## src/rtl/cic_pkg.sv

```systemverilog
// rtl/cic_pkg.sv - shared sizing helpers for CIC interpolators
package cic_pkg;

  // Register width that holds every comb/integrator value without loss:
  // input width plus log2(R) bits of growth per stage.
  function automatic int cic_acc_width(input int w, input int order, input int ratio);
    return w + order * $clog2(ratio);
  endfunction

  // Right shift that removes the R^(ORDER-1) passband gain of a
  // zero-stuffing interpolator, leaving a DC gain of exactly one.
  function automatic int cic_norm_shift(input int order, input int ratio);
    return (order - 1) * $clog2(ratio);
  endfunction

endpackage

```

## src/rtl/sdm1.sv

```systemverilog
// rtl/sdm1.sv - first-order sigma-delta modulator, one output bit per clock
module sdm1 #(
  parameter int W = 16
) (
  input  logic         clk,
  input  logic         rst,
  input  logic [W-1:0] x,
  output logic         dout
);

  // Feedback magnitude 2^(W-1): the analogue value of a +1 / -1 output bit.
  localparam logic signed [W+1:0] FB = {3'b001, {(W-1){1'b0}}};

  logic signed [W+1:0] r_err;
  logic                r_dout;
  logic signed [W+1:0] w_v;
  logic                w_bit;

  // Add the sign-extended input to the carried error and quantise on sign.
  always_comb begin
    w_v   = r_err + {{2{x[W-1]}}, x};
    w_bit = ~w_v[W+1];
  end

  // Carry the quantisation error forward and register the output bit.
  always_ff @(posedge clk or posedge rst) begin
    if (rst) begin
      r_err  <= '0;
      r_dout <= 1'b0;
    end else begin
      r_err  <= w_bit ? (w_v - FB) : (w_v + FB);
      r_dout <= w_bit;
    end
  end

  assign dout = r_dout;

endmodule

```

## src/rtl/cic_interp_sdm.sv

```systemverilog
// rtl/cic_interp_sdm.sv - CIC interpolator feeding a first-order sigma-delta modulator
module cic_interp_sdm
  import cic_pkg::*;
#(
  parameter int ORDER        = 3,
  parameter int INTERP_RATIO = 64,
  parameter int INPUT_WIDTH  = 16
) (
  input  logic                          clk,
  input  logic                          rst,
  input  logic signed [INPUT_WIDTH-1:0] din,
  input  logic                          in_valid,
  output logic                          in_ready,
  output logic                          dout,
  output logic                          underrun
);

  localparam int W     = INPUT_WIDTH;
  localparam int ACC_W = cic_acc_width(W, ORDER, INTERP_RATIO);
  localparam int SHIFT = cic_norm_shift(ORDER, INTERP_RATIO);
  localparam int PH_W  = $clog2(INTERP_RATIO);

  localparam logic [PH_W-1:0]         PH_LAST = PH_W'(INTERP_RATIO - 1);
  localparam logic signed [ACC_W-1:0] SAT_HI  = {{(ACC_W-W+1){1'b0}}, {(W-1){1'b1}}};
  localparam logic signed [ACC_W-1:0] SAT_LO  = {{(ACC_W-W+1){1'b1}}, {(W-1){1'b0}}};

  logic [PH_W-1:0]          r_phase;
  logic signed [W-1:0]      r_held;
  logic signed [ACC_W-1:0]  r_comb_dly [ORDER];
  logic signed [ACC_W-1:0]  r_comb_q;
  logic signed [ACC_W-1:0]  r_integ [ORDER];
  logic                     r_underrun;

  logic                     w_tick;
  logic signed [W-1:0]      w_sample;
  logic signed [ACC_W-1:0]  w_comb_in [ORDER];
  logic signed [ACC_W-1:0]  w_comb_out;
  logic signed [ACC_W-1:0]  w_stuffed;
  logic signed [ACC_W-1:0]  w_shifted;
  logic [W-1:0]             w_x;

  // The last phase of each period is the input slot.
  assign w_tick   = (r_phase == PH_LAST);
  assign in_ready = w_tick & ~rst;
  assign underrun = r_underrun;

  // Free-running phase counter, one full period per input sample.
  always_ff @(posedge clk or posedge rst) begin
    if (rst) begin
      r_phase <= '0;
    end else begin
      r_phase <= w_tick ? '0 : r_phase + 1'b1;
    end
  end

  // Pick the new or held sample and run it through the comb cascade.
  always_comb begin : comb_chain
    logic signed [ACC_W-1:0] w_acc;
    w_sample = in_valid ? din : r_held;
    w_acc    = {{(ACC_W-W){w_sample[W-1]}}, w_sample};
    for (int k = 0; k < ORDER; k++) begin
      w_comb_in[k] = w_acc;
      w_acc        = w_acc - r_comb_dly[k];
    end
    w_comb_out = w_acc;
  end

  // Low-rate state: held sample, comb delays and comb result, updated on ticks only.
  always_ff @(posedge clk or posedge rst) begin
    if (rst) begin
      r_held     <= '0;
      r_comb_q   <= '0;
      r_underrun <= 1'b0;
      for (int k = 0; k < ORDER; k++) begin
        r_comb_dly[k] <= '0;
      end
    end else begin
      r_underrun <= w_tick & ~in_valid;
      if (w_tick) begin
        r_held   <= w_sample;
        r_comb_q <= w_comb_out;
        for (int k = 0; k < ORDER; k++) begin
          r_comb_dly[k] <= w_comb_in[k];
        end
      end
    end
  end

  // Zero-stuffing: the comb result enters the integrators once per period.
  assign w_stuffed = (r_phase == '0) ? r_comb_q : '0;

  // Pipelined integrator cascade at the full clock rate; wraps modulo 2^ACC_W.
  always_ff @(posedge clk or posedge rst) begin
    if (rst) begin
      for (int i = 0; i < ORDER; i++) begin
        r_integ[i] <= '0;
      end
    end else begin
      r_integ[0] <= r_integ[0] + w_stuffed;
      for (int i = 1; i < ORDER; i++) begin
        r_integ[i] <= r_integ[i] + r_integ[i-1];
      end
    end
  end

  // Remove the interpolation gain, then clamp to the W-bit modulator input range.
  always_comb begin
    w_shifted = r_integ[ORDER-1] >>> SHIFT;
    if (w_shifted > SAT_HI) begin
      w_x = SAT_HI[W-1:0];
    end else if (w_shifted < SAT_LO) begin
      w_x = SAT_LO[W-1:0];
    end else begin
      w_x = w_shifted[W-1:0];
    end
  end

  sdm1 #(
    .W(W)
  ) u_sdm (
    .clk  (clk),
    .rst  (rst),
    .x    (w_x),
    .dout (dout)
  );

endmodule

```

## config.mk

```make
export PLATFORM = sky130hd
export DESIGN_NAME = cic_interp_sdm
export DESIGN_NICKNAME = d
export VERILOG_FILES = /design/src/rtl/cic_pkg.sv /design/src/rtl/sdm1.sv /design/src/rtl/cic_interp_sdm.sv
export SDC_FILE = /design/constraint.sdc
export NUM_CORES = 1
export LEC_CHECK = 0
export CAP_MARGIN = 20
export CORE_MARGIN = 3
export CORE_UTILIZATION = 30
export DETAILED_ROUTE_END_ITERATION = 8
export HOLD_SLACK_MARGIN = 0.12
export PLACE_DENSITY_LB_ADDON = 0.15
export SETUP_SLACK_MARGIN = 0.4
export SKIP_CTS_REPAIR_TIMING = 1
export SYNTH_ARGS = -nofsm -noshare
export SYNTH_HDL_FRONTEND = slang
export SYNTH_HIERARCHICAL = 1
export SYNTH_SLANG_ARGS = --single-unit
```

## constraint.sdc

```tcl
create_clock -name clk -period 10.4 [get_ports clk]
set_clock_uncertainty 0.2 [all_clocks]
set_input_delay 2.08 -clock clk [delete_from_list [all_inputs] [get_ports clk]]
set_output_delay 2.08 -clock clk [all_outputs]
set_load 0.05 [all_outputs]
```

==> out/qor.yml, run 1 <==
status: "complete, no violations"
synthMuxAreaShare_pct: 0.856
syn-cell-area_sq_mm: 0.0155
diodes: 0
path_clk_slew_ps: 60
required_ps: 10690
grt_pass1_vias: 12300
ios: 22
max_freq_mhz: 124
hold_class: "reg -> reg"
fin_crit_ps: 8070
critPathMaxFanout: 32
syn_avg_cell_area_sq_um: 9.03
p_total_w: 0.00193
die_h_um: 233
dr.pass1.iters: 6
synthXorXnorAreaFrac_pct: 8.48
cts-root-buf: "clkbuf_16"
drv_cap: 0
drt-total-wl_um: 35900
antenna_found_initial: 0
ir_drop_mv: 0.0941
ys_seq_elements: 213
leakage_nw: 7.89
yosysSeqAreaShare_pct: 34.4
num_rows: 82
syn_inst: 1715
cp-startpoint: "in_valid"
synthTopCellsByCount: "dfrtp_1 (213), ha_1 (169), nand2_1 (156)"
reg2reg_from: "r_comb_dly[68]$_DFFE_PP0N_"
drive_above_1_share_pct: 5.06
start_util_pct: 30.6
synth_edf_count: 0
reg2reg_to: "r_comb_q[31]$_DFFE_PP0N_"
synth_simple_gate_area_share_pct: 13.3
gr-total-overflow: 0
p_per_area_mw_per_mm2: 111
cts_tree: "built"
cts-htree-levels: 1
grt_usage_pct: 13.3
wl_per_cell_um: 14.9
drt-initial-drc-count: 475
synth_compound_area_share_pct: 24.6
die_x_um: 233
synth_largest_area_cell: "dfrtp_1"
rsz0062_at_grt: "no"
arrival_ps: 8360
cts_num_sinks: 213
cp-endpoint: "r_comb_q[31]$_DFFE_PP0N_"
yosysWarningCount: 6
grt_start_max_net_pins: 127
routed_via_density: 5.02
hpwl_um: 27400
fin_nets: 1916
design.core.area_sq_mm: 0.0506
netlist.area_leader.share_pct: 34.4
worstMarginPinSlew_ps: 952
nFillCells: 5256
grt_pass1_wl_um: 60800
area_growth_pct: 11.9
cts_buffers: 28
clockBufferDepth: 3
fin_crit_sh_pct: 77.6
cp-start-kind: "input pin"
drv_slew: 0
r2r_setup_slack_ps: 4280
synth_fa_ha_area_share_pct: 14.7
hold_violations: 0
synthArstFlopShare_pct: 100
ant_nets: 0
crit_type: "in -> reg"
place_congestion: 0.832
synth_ff_type: "dfrtp_1"
yosysMostFrequentCell: "dfrtp_1"
post_synth_num_cell_types: 77
drc: 0
synth_top_family_by_area: "compound AO/OA/AOI/OAI gates"
setup_violations: 0
relSlewSlack_pct: 36.5
io_buffers: 21
syn_nets: 1911
cp-end-kind: "flip-flop"
finalSetupTns_ps: 0
die-area_sq_mm: 0.0544
synthTopCellsByArea: "dfrtp_1 (34%), ha_1 (14%), o21ai_0 (4.9%)"
vias: 12100
final_util_pct: 34.3
insertion_delay_ps: 550
reg2reg_depth: 22
==> routing by layer <==
| layer | vias to the layer above | share of wire, % | track usage (%) |
|---|---|---|---|
| met5 | - | 0 | 0 |
| met4 | 0 | 3.3 | 3.98 |
| met3 | 72 | 2.3 | 1.87 |
| met2 | 137 | 48 | 23.6 |
| met1 | 5672 | 46 | 16.8 |
| li1 | 6207 | - | - |
==> cells in the final DEF, fill, tap and decap left out, types with 24 or more instances in the layout <==
| cell | instances |
|---|---|
| nor2b_1 | 24 |
| and2_1 | 41 |
| ha_1 | 169 |
| xor2_1 | 65 |
| nor2_1 | 86 |
| xnor2_1 | 85 |
| a21oi_1 | 129 |
| dfrtp_1 | 213 |
| clkbuf_16 | 29 |
| o21a_1 | 53 |
| o21ai_0 | 153 |
| nand2_1 | 156 |
| a21o_1 | 77 |
| inv_1 | 96 |
==> how the worst min path moves through the flow <==
stage                                  start                        to  slack [ps]  cells after the start
CTS                  r_comb_q[3]$_DFFE_PP0N_   r_comb_q[3]$_DFFE_PP0N_         280                      2
global route        u_sdm/r_err[0]$_DFF_PP0_  u_sdm/r_err[0]$_DFF_PP0_         290                      1
global placement    u_sdm/r_err[0]$_DFF_PP0_  u_sdm/r_err[0]$_DFF_PP0_         250                      1
detailed placement   r_comb_q[3]$_DFFE_PP0N_   r_comb_q[3]$_DFFE_PP0N_         260                      2
floorplan           r_comb_q[17]$_DFFE_PP0N_  r_comb_q[17]$_DFFE_PP0N_         240                      2
finish               r_comb_q[3]$_DFFE_PP0N_   r_comb_q[3]$_DFFE_PP0N_         270                      2
==> power breakdown <==
part	internal (W)	total [W]	switching, W
logic	0.0000501	0.000131	0.0000809
registers	0.000829	0.000829	0
clock network	0.000592	0.000970	0.000379
==> stage by stage <==
stage / hold slack (ps) / instance area [sq um] / worst slack, ps / cells
2_1_floorplan: 240 / 15500 / 2840 / 1715
5_1_grt: 292 / 17300 / 1840 / 2410
3_3_place_gp: 255 / 16400 / 1790 / 2362
3_5_place_dp: 263 / 16400 / 1760 / 2362
6_report: 266 / 17300 / 2330 / 2410
4_1_cts: 277 / 17300 / 2350 / 2410
==> worst max-delay path, cell delays in order <==
cell,delay (ps)
clkdlybuf4s50_1,450
buf_4,280
mux2i_1,260
ha_1,190
inv_1,50
fa_1,390
a21oi_1,260
o21ai_0,160
a21oi_1,330
xnor2_1,190
ha_1,340
a21o_1,220
a2111oi_0,430
o22ai_1,300
a31oi_1,260
xnor2_1,180
ha_1,320
o21ai_0,220
nor2b_1,250
nor3_1,90
a211oi_1,200
a21boi_0,180
o21bai_1,510
o21a_1,200
==> final cells by class <==
cell class / instances / area [sq um] / share of cell area (%)
multi-input cells: 1351 / 9590 / 55.4
flip-flops and latches: 213 / 5330 / 30.8
well taps: 672 / 841 / 4.85
repair buffers: 29 / 270 / 1.56
inverters: 97 / 372 / 2.15
clock buffers: 44 / 872 / 5.03
clock inverters: 4 / 45.0 / 0.260
==> logic make-up (layout without fill, tap and decap cells) <==
logic type / after synthesis / after routing
multiplexers: 12 / 12
XOR/XNOR: 150 / 150
flip-flops: 213 / 213
buffers and inverters: 151 / 174
AO/OA/AOI/OAI: 582 / 582
adder cells (fa/ha/maj): 177 / 177
AND/OR/NAND/NOR: 430 / 430
==> flip-flops by register name, indices dropped and copies added (netlist names) <==
| name | count |
|---|---|
| u_sdm/dout | 1 |
| underrun | 1 |
| r_integ | 102 |
| u_sdm/r_err | 18 |
| r_comb_dly | 51 |
| r_phase | 6 |
| r_comb_q | 34 |
(Power assumes the default switching activity.)
==> run 2, diff against run 1 <==
==> constraint.sdc (replaced) <==
create_clock -name clk -period 6.8 [get_ports clk]
set_clock_uncertainty 0.2 [all_clocks]
set_input_delay 1.36 -clock clk [delete_from_list [all_inputs] [get_ports clk]]
set_output_delay 1.36 -clock clk [all_outputs]
set_load 0.05 [all_outputs]
==> run 2 against run 1 <==
- die area stayed put
- combinational power is 92% higher
- critical endpoint is now r_comb_q[15]$_DFFE_PP0N_
- largest cell class unchanged
- routed wire length is 4.5% higher
- critical path depth stayed put
==> out/qor.yml, run 2 (same netlist as run 1, synthesis figures left out) <==
drive_above_1_share_pct: 10.5  # was 5.06%
cp-end-kind: "flip-flop"  # unchanged
final_area_sq_mm: 0.0181  # was 0.0173 sq mm
final_common_cell: "dfrtp_1"  # unchanged
drv_slew: 0  # unchanged
fin_crit_ps: 6150
area_growth_pct: 16.9  # was 11.9%
largest-register: "r_integ"  # unchanged
dr.pass1.iters: 4  # was 6
start_util_pct: 30.6  # unchanged
fin_crit_sh_pct: 90.4
setup_violations: 0  # unchanged
ir_drop_mv: 0.158  # was 0.0941 mV
ios: 22  # unchanged
r2r_setup_slack_ps: 1510  # was 4280 ps
grt_usage_pct: 14.0  # was 13.3%
arrival_ps: 6360  # was 8360 ps
hold-worst-slack_ps: 269  # was 266 ps
die_x_um: 233  # unchanged
drt-initial-drc-count: 424  # was 475
reg2reg_from: "r_comb_dly[68]$_DFFE_PP0N_"  # unchanged
hold_violations: 0  # unchanged
hpwl_um: 29100  # was 27400 um
cts_tree: "built"  # unchanged
required_ps: 7020  # was 10690 ps
cts_num_sinks: 213  # unchanged
clockBufferDepth: 3  # unchanged
crit_type: "in -> reg"  # unchanged
mostFrequentLayoutCells: "dfrtp_1 (213), ha_1 (169), nand2_1 (156)"  # unchanged
antenna_found_initial: 0  # unchanged
grt_pass1_vias: 12800  # was 12.3k
diodes: 0  # unchanged
drv_cap: 0  # unchanged
grt_pass1_wl_um: 63400  # was 60800 um
reg2reg_depth: 23  # was 22
die-area_sq_mm: 0.0544  # unchanged
leakage_nw: 8.33  # was 7.89 nW
largestRegisters: "r_integ x102, r_comb_dly x51, r_comb_q x34"  # unchanged
die_h_um: 233  # unchanged
critPathMaxFanout: 4  # was 32
relSlewSlack_pct: 43.1  # was 36.5%
drc: 0  # unchanged
routed_via_density: 4.98  # was 5.02
stdcell_count: 2499  # was 2410
worstMarginPinSlew_ps: 852  # was 952 ps
hold_class: "reg -> reg"  # unchanged
wl_per_cell_um: 15.0  # was 14.9 um
fin_nets: 2001  # was 1916
cts_buffers: 28  # unchanged
cts-htree-levels: 1  # unchanged
min_to: "u_sdm/r_err[0]$_DFF_PP0_"  # was r_comb_q[3]$_DFFE_PP0N_
place_area_sq_mm: 0.0170  # was 0.0164 sq mm
largest_reg_flops: 102  # unchanged
cts-root-buf: "clkbuf_16"  # unchanged
cp-start-kind: "input pin"  # unchanged
gr-total-overflow: 0  # unchanged
num_rows: 82  # unchanged
insertion_delay_ps: 560  # was 550 ps
hp-start: "u_sdm/r_err[0]$_DFF_PP0_"  # was r_comb_q[3]$_DFFE_PP0N_
path_clk_slew_ps: 60  # about the same
io_buffers: 21  # unchanged
drt-total-wl_um: 37500  # was 35900 um
status: "complete, no violations"  # unchanged
vias: 12400  # was 12.1k
final_util_pct: 35.8  # was 34.3%
p_per_area_mw_per_mm2: 165  # was 111 mW/mm^2
grt_start_max_net_pins: 104  # was 127
design.core.area_sq_mm: 0.0506  # unchanged
rsz0062_at_grt: "no"  # unchanged
reg2reg_to: "r_comb_q[15]$_DFFE_PP0N_"  # was r_comb_q[31]$_DFFE_PP0N_
max_freq_mhz: 163
hold_path_depth: 1  # was 2
ant_nets: 0  # unchanged
place_congestion: 0.874  # was 0.832
p_total_w: 0.00299  # was 0.00193 W
dp.cells: 2443  # was 2362
## run 2: cell types whose count changed in the layout (fill, tap and decap cells not counted), sizes merged
cell	before	now
clkdlybuf4s50	21	20
inv	97	96
dlymetal6s2s	0	1
clkinv	3	2
buf	8	93
clkbuf	44	49
clkinvlp	0	1
## run 2: per-layer routing
metal	vias to the layer above	wire length (um)	global-route usage (%)
met3	67	792	1.88
met1	5868	16900	17.0
li1	6383	-	-
met5	-	0	0
met4	0	1140	4.21
met2	120	18700	25.5
## run 2: layout make-up
class / count / area [sq um]
Tap cell: 672 / 841
Multi-Input combinational cell: 1351 / 9730
Clock buffer: 49 / 871
Timing Repair Buffer: 114 / 923
Sequential cell: 213 / 5330
Clock inverter: 3 / 40.0
Inverter: 97 / 368
Fill cell: 5191 / 32500
## run 2: stage by stage
stage / TNS [ps] / worst slack, ps
after floorplan: 0 / 489
after global placement: -5030 / -340
after detailed placement: -6080 / -414
after CTS: 0 / 168
after global routing: 0 / 364
final: 0 / 652
## run 2: worst max path at each step
stage          slack (ps)                  endpoint  cells past startpoint      from
6_report              650  r_comb_q[15]$_DFFE_PP0N_                     24    din[0]
5_1_grt               360  r_comb_q[15]$_DFFE_PP0N_                     24    din[0]
4_1_cts               170  r_comb_q[29]$_DFFE_PP0N_                     23  in_valid
3_5_place_dp         -410  r_comb_q[29]$_DFFE_PP0N_                     25  in_valid
3_3_place_gp         -340  r_comb_q[31]$_DFFE_PP0N_                     26  in_valid
2_1_floorplan         490  r_comb_q[31]$_DFFE_PP0N_                     22  in_valid
## run 2: power by group
group          total (W)  internal (W)  switching [W]
logic           0.000252      0.000113       0.000139
registers        0.00127       0.00127              0
clock network    0.00147      0.000895       0.000574
## run 2: critical path: stages
cell and delay (ps):
clkdlybuf4s50_1 450, mux2i_2 190, ha_1 200, inv_1 60
fa_1 410, a21oi_2 200, o21ai_0 110, a21oi_1 160
xnor2_1 160, ha_1 270, or2_1 260, a21o_1 200
a21oi_2 160, nand2b_1 140, o22ai_2 120, xor2_2 220
ha_1 350, and3_1 200, and2_1 190, buf_4 140
a2111o_1 410, a21oi_2 130, xor2_1 170, o21ai_0 90
==> run 3, diff against run 2 <==
==> constraint.sdc (replaced) <==
create_clock -name clk -period 6.8 [get_ports clk]
set_clock_uncertainty 0.2 [all_clocks]
set_input_delay 1.02 -clock clk [delete_from_list [all_inputs] [get_ports clk]]
set_output_delay 1.02 -clock clk [all_outputs]
set_load 0.05 [all_outputs]
==> run 3 against run 2 <==
- register-to-register slack got worse by 90 ps
- flip-flop and latch count did not move
- via count fell by 2.1%
- die area did not move
- power fell by 2.6%
- largest power group unchanged
- first-iteration DRC count rose by 2.4%
==> out/qor.yml, run 3 (same netlist as run 1, synthesis figures left out) <==
drive_above_1_share_pct: 6.90  # was 10.5%
routed_via_density: 4.99  # was 4.98
slowest_delay_ps: 460  # was 450 ps
hpwl_um: 28100  # was 29100 um
crit_type: "in -> reg"  # unchanged
setup_violations: 0  # unchanged
status: "complete, no violations"  # unchanged
path_cells: "clkdlybuf4s50_1 -> buf_4 -> o21ai_0 -> ha_1 -> a2111oi_4 -> o21ai_0 -> a21oi_2 -> xnor2_1 -> ha_1 -> a21o_1 -> a2111oi_1 -> o22ai_2 -> xor2_1 -> ha_1 -> a21o_1 -> a21o_1 -> a31oi_1 -> nor2b_1 -> a31oi_1 -> o32a_2 -> o21a_1"  # was clkdlybuf4s50_1 -> mux2i_2 -> ha_1 -> inv_1 -> fa_1 -> a21oi_2 -> o21ai_0 -> a21oi_1 -> xnor2_1 -> ha_1 -> or2_1 -> a21o_1 -> a21oi_2 -> nand2b_1 -> o22ai_2 -> xor2_2 -> ha_1 -> and3_1 -> and2_1 -> buf_4 -> a2111o_1 -> a21oi_2 -> xor2_1 -> o21ai_0
num_rows: 82  # unchanged
start_util_pct: 30.6  # unchanged
cts_num_sinks: 213  # unchanged
worstMarginPinSlew_ps: 900  # was 852 ps
leakage_nw: 8.02  # was 8.33 nW
post-place-ws_ps: -74.6  # was -414 ps
die-area_sq_mm: 0.0544  # unchanged
antenna_found_initial: 0  # unchanged
cts-root-buf: "clkbuf_16"  # unchanged
fin_crit_sh_pct: 89.4  # was 90.4%
clockBufferDepth: 3  # unchanged
grt_pass1_wl_um: 61700  # was 63400 um
max_freq_mhz: 165  # was 163 MHz
io_buffers: 21  # unchanged
largest-register: "r_integ"  # unchanged
diodes: 0  # unchanged
drc: 0  # unchanged
place_congestion: 0.839  # was 0.874
drv_slew: 0  # unchanged
arrival_ps: 6360  # about the same
die_x_um: 233  # unchanged
cts_buffers: 28  # unchanged
fin_crit_ps: 6080  # was 6150 ps
cp_slowest_cell: "clkdlybuf4s50_1"  # unchanged
grt_pass1_vias: 12400  # was 12.8k
final_common_cell: "dfrtp_1"  # unchanged
finalSetupTns_ps: 0  # unchanged
drv_cap: 0  # unchanged
die_h_um: 233  # unchanged
hold_class: "reg -> reg"  # unchanged
drt-total-wl_um: 36600  # was 37500 um
insertion_delay_ps: 550  # was 560 ps
hold_violations: 0  # unchanged
setup_ws_ps: 723  # was 652 ps
critPathMaxFanout: 12  # was 4
grt_usage_pct: 13.5  # was 14.0%
ios: 22  # unchanged
wl_per_cell_um: 15.0  # about the same
dr.pass1.iters: 5  # was 4
nFillCells: 5211  # was 5191
cts_tree: "built"  # unchanged
p_per_area_mw_per_mm2: 166  # was 165 mW/mm^2
cp-start-kind: "input pin"  # unchanged
grt_start_max_net_pins: 102  # was 104
relSlewSlack_pct: 40.0  # was 43.1%
cts-htree-levels: 1  # unchanged
area_growth_pct: 13.3  # was 16.9%
largestRegisters: "r_integ x102, r_comb_dly x51, r_comb_q x34"  # unchanged
largest_reg_flops: 102  # unchanged
required_ps: 7080  # was 7020 ps
design.core.area_sq_mm: 0.0506  # unchanged
cp-end-kind: "flip-flop"  # unchanged
rsz0062_at_grt: "no"  # unchanged
ant_nets: 0  # unchanged
drt-initial-drc-count: 434  # was 424
fin_nets: 1946  # was 2001
path_clk_slew_ps: 50  # was 60 ps
vias: 12200  # was 12.4k
ir_drop_mv: 0.128  # was 0.158 mV
gr-total-overflow: 0  # unchanged
mostFrequentLayoutCells: "dfrtp_1 (213), ha_1 (169), nand2_1 (156)"  # unchanged
run 3: cell types whose count changed in the layout (fill, tap and decap cells not counted), sizes merged:
cell           change
bufinv             -1
clkbuf             -5
dlymetal6s2s       -1
clkinv             +3
buf               -55
clkdlybuf4s50      +1
run 3: cell type report:
cell class                      instances  area [sq um]  share of cell area (%)
Clock buffer                           44           852                    4.86
Clock inverter                          5          25.0                   0.143
Inverter                               97           368                    2.10
Multi-Input combinational cell       1351          9620                    54.8
Sequential cell                       213          5330                    30.4
Tap cell                              672           841                    4.79
Timing Repair Buffer                   59           512                    2.92
run 3: critical path: cells and delay by family:
kind	cells	cell delay [ps]
compound gates	13	3250
fa+ha+maj	3	980
buf+inv	2	660
xor+xnor	2	380
simple gates	1	90
run 3: path summary, 6_finish.rpt:
path	to	cells past startpoint	slack [ps]	from
max reg2reg	r_comb_q[22]$_DFFE_PP0N_	21	1420	r_comb_dly[68]$_DFFE_PP0N_
min in group asynchronous	r_integ[74]$_DFF_PP0_	2	1000	rst
min reg2reg	u_sdm/r_err[0]$_DFF_PP0_	1	270	u_sdm/r_err[0]$_DFF_PP0_
max in group asynchronous	r_comb_dly[78]$_DFFE_PP0N_	3	4070	rst
max	r_comb_q[22]$_DFFE_PP0N_	21	720	in_valid
min	u_sdm/r_err[0]$_DFF_PP0_	1	270	u_sdm/r_err[0]$_DFF_PP0_
run 3: per-stage QoR:
stage	util, %	cells	cell area (sq um)	power (W)	hold slack (ps)
3_3_place_gp	32.9	2392	16600	0.00151	255
6_report	34.7	2441	17500	0.00291	269
3_5_place_dp	32.9	2392	16600	0.00151	260
5_1_grt	34.7	2441	17500	0.00306	288
2_1_floorplan	-	1715	15500	0.00144	240
4_1_cts	34.6	2441	17500	0.00298	273
run 3: metal layers:
layer	GRT usage, %	vias up	wire length, um
met3	1.83	55	856
li1	-	6266	-
met2	24.6	107	18200
met1	16.8	5747	16700
met5	0	-	0
met4	3.33	0	843
run 3: power by group:
part | internal (W) | total, W | switching (W)
Clock | 0.000849 | 0.00142 | 0.000575
Combinational | 0.0000915 | 0.000219 | 0.000128
Sequential | 0.00127 | 0.00127 | 0
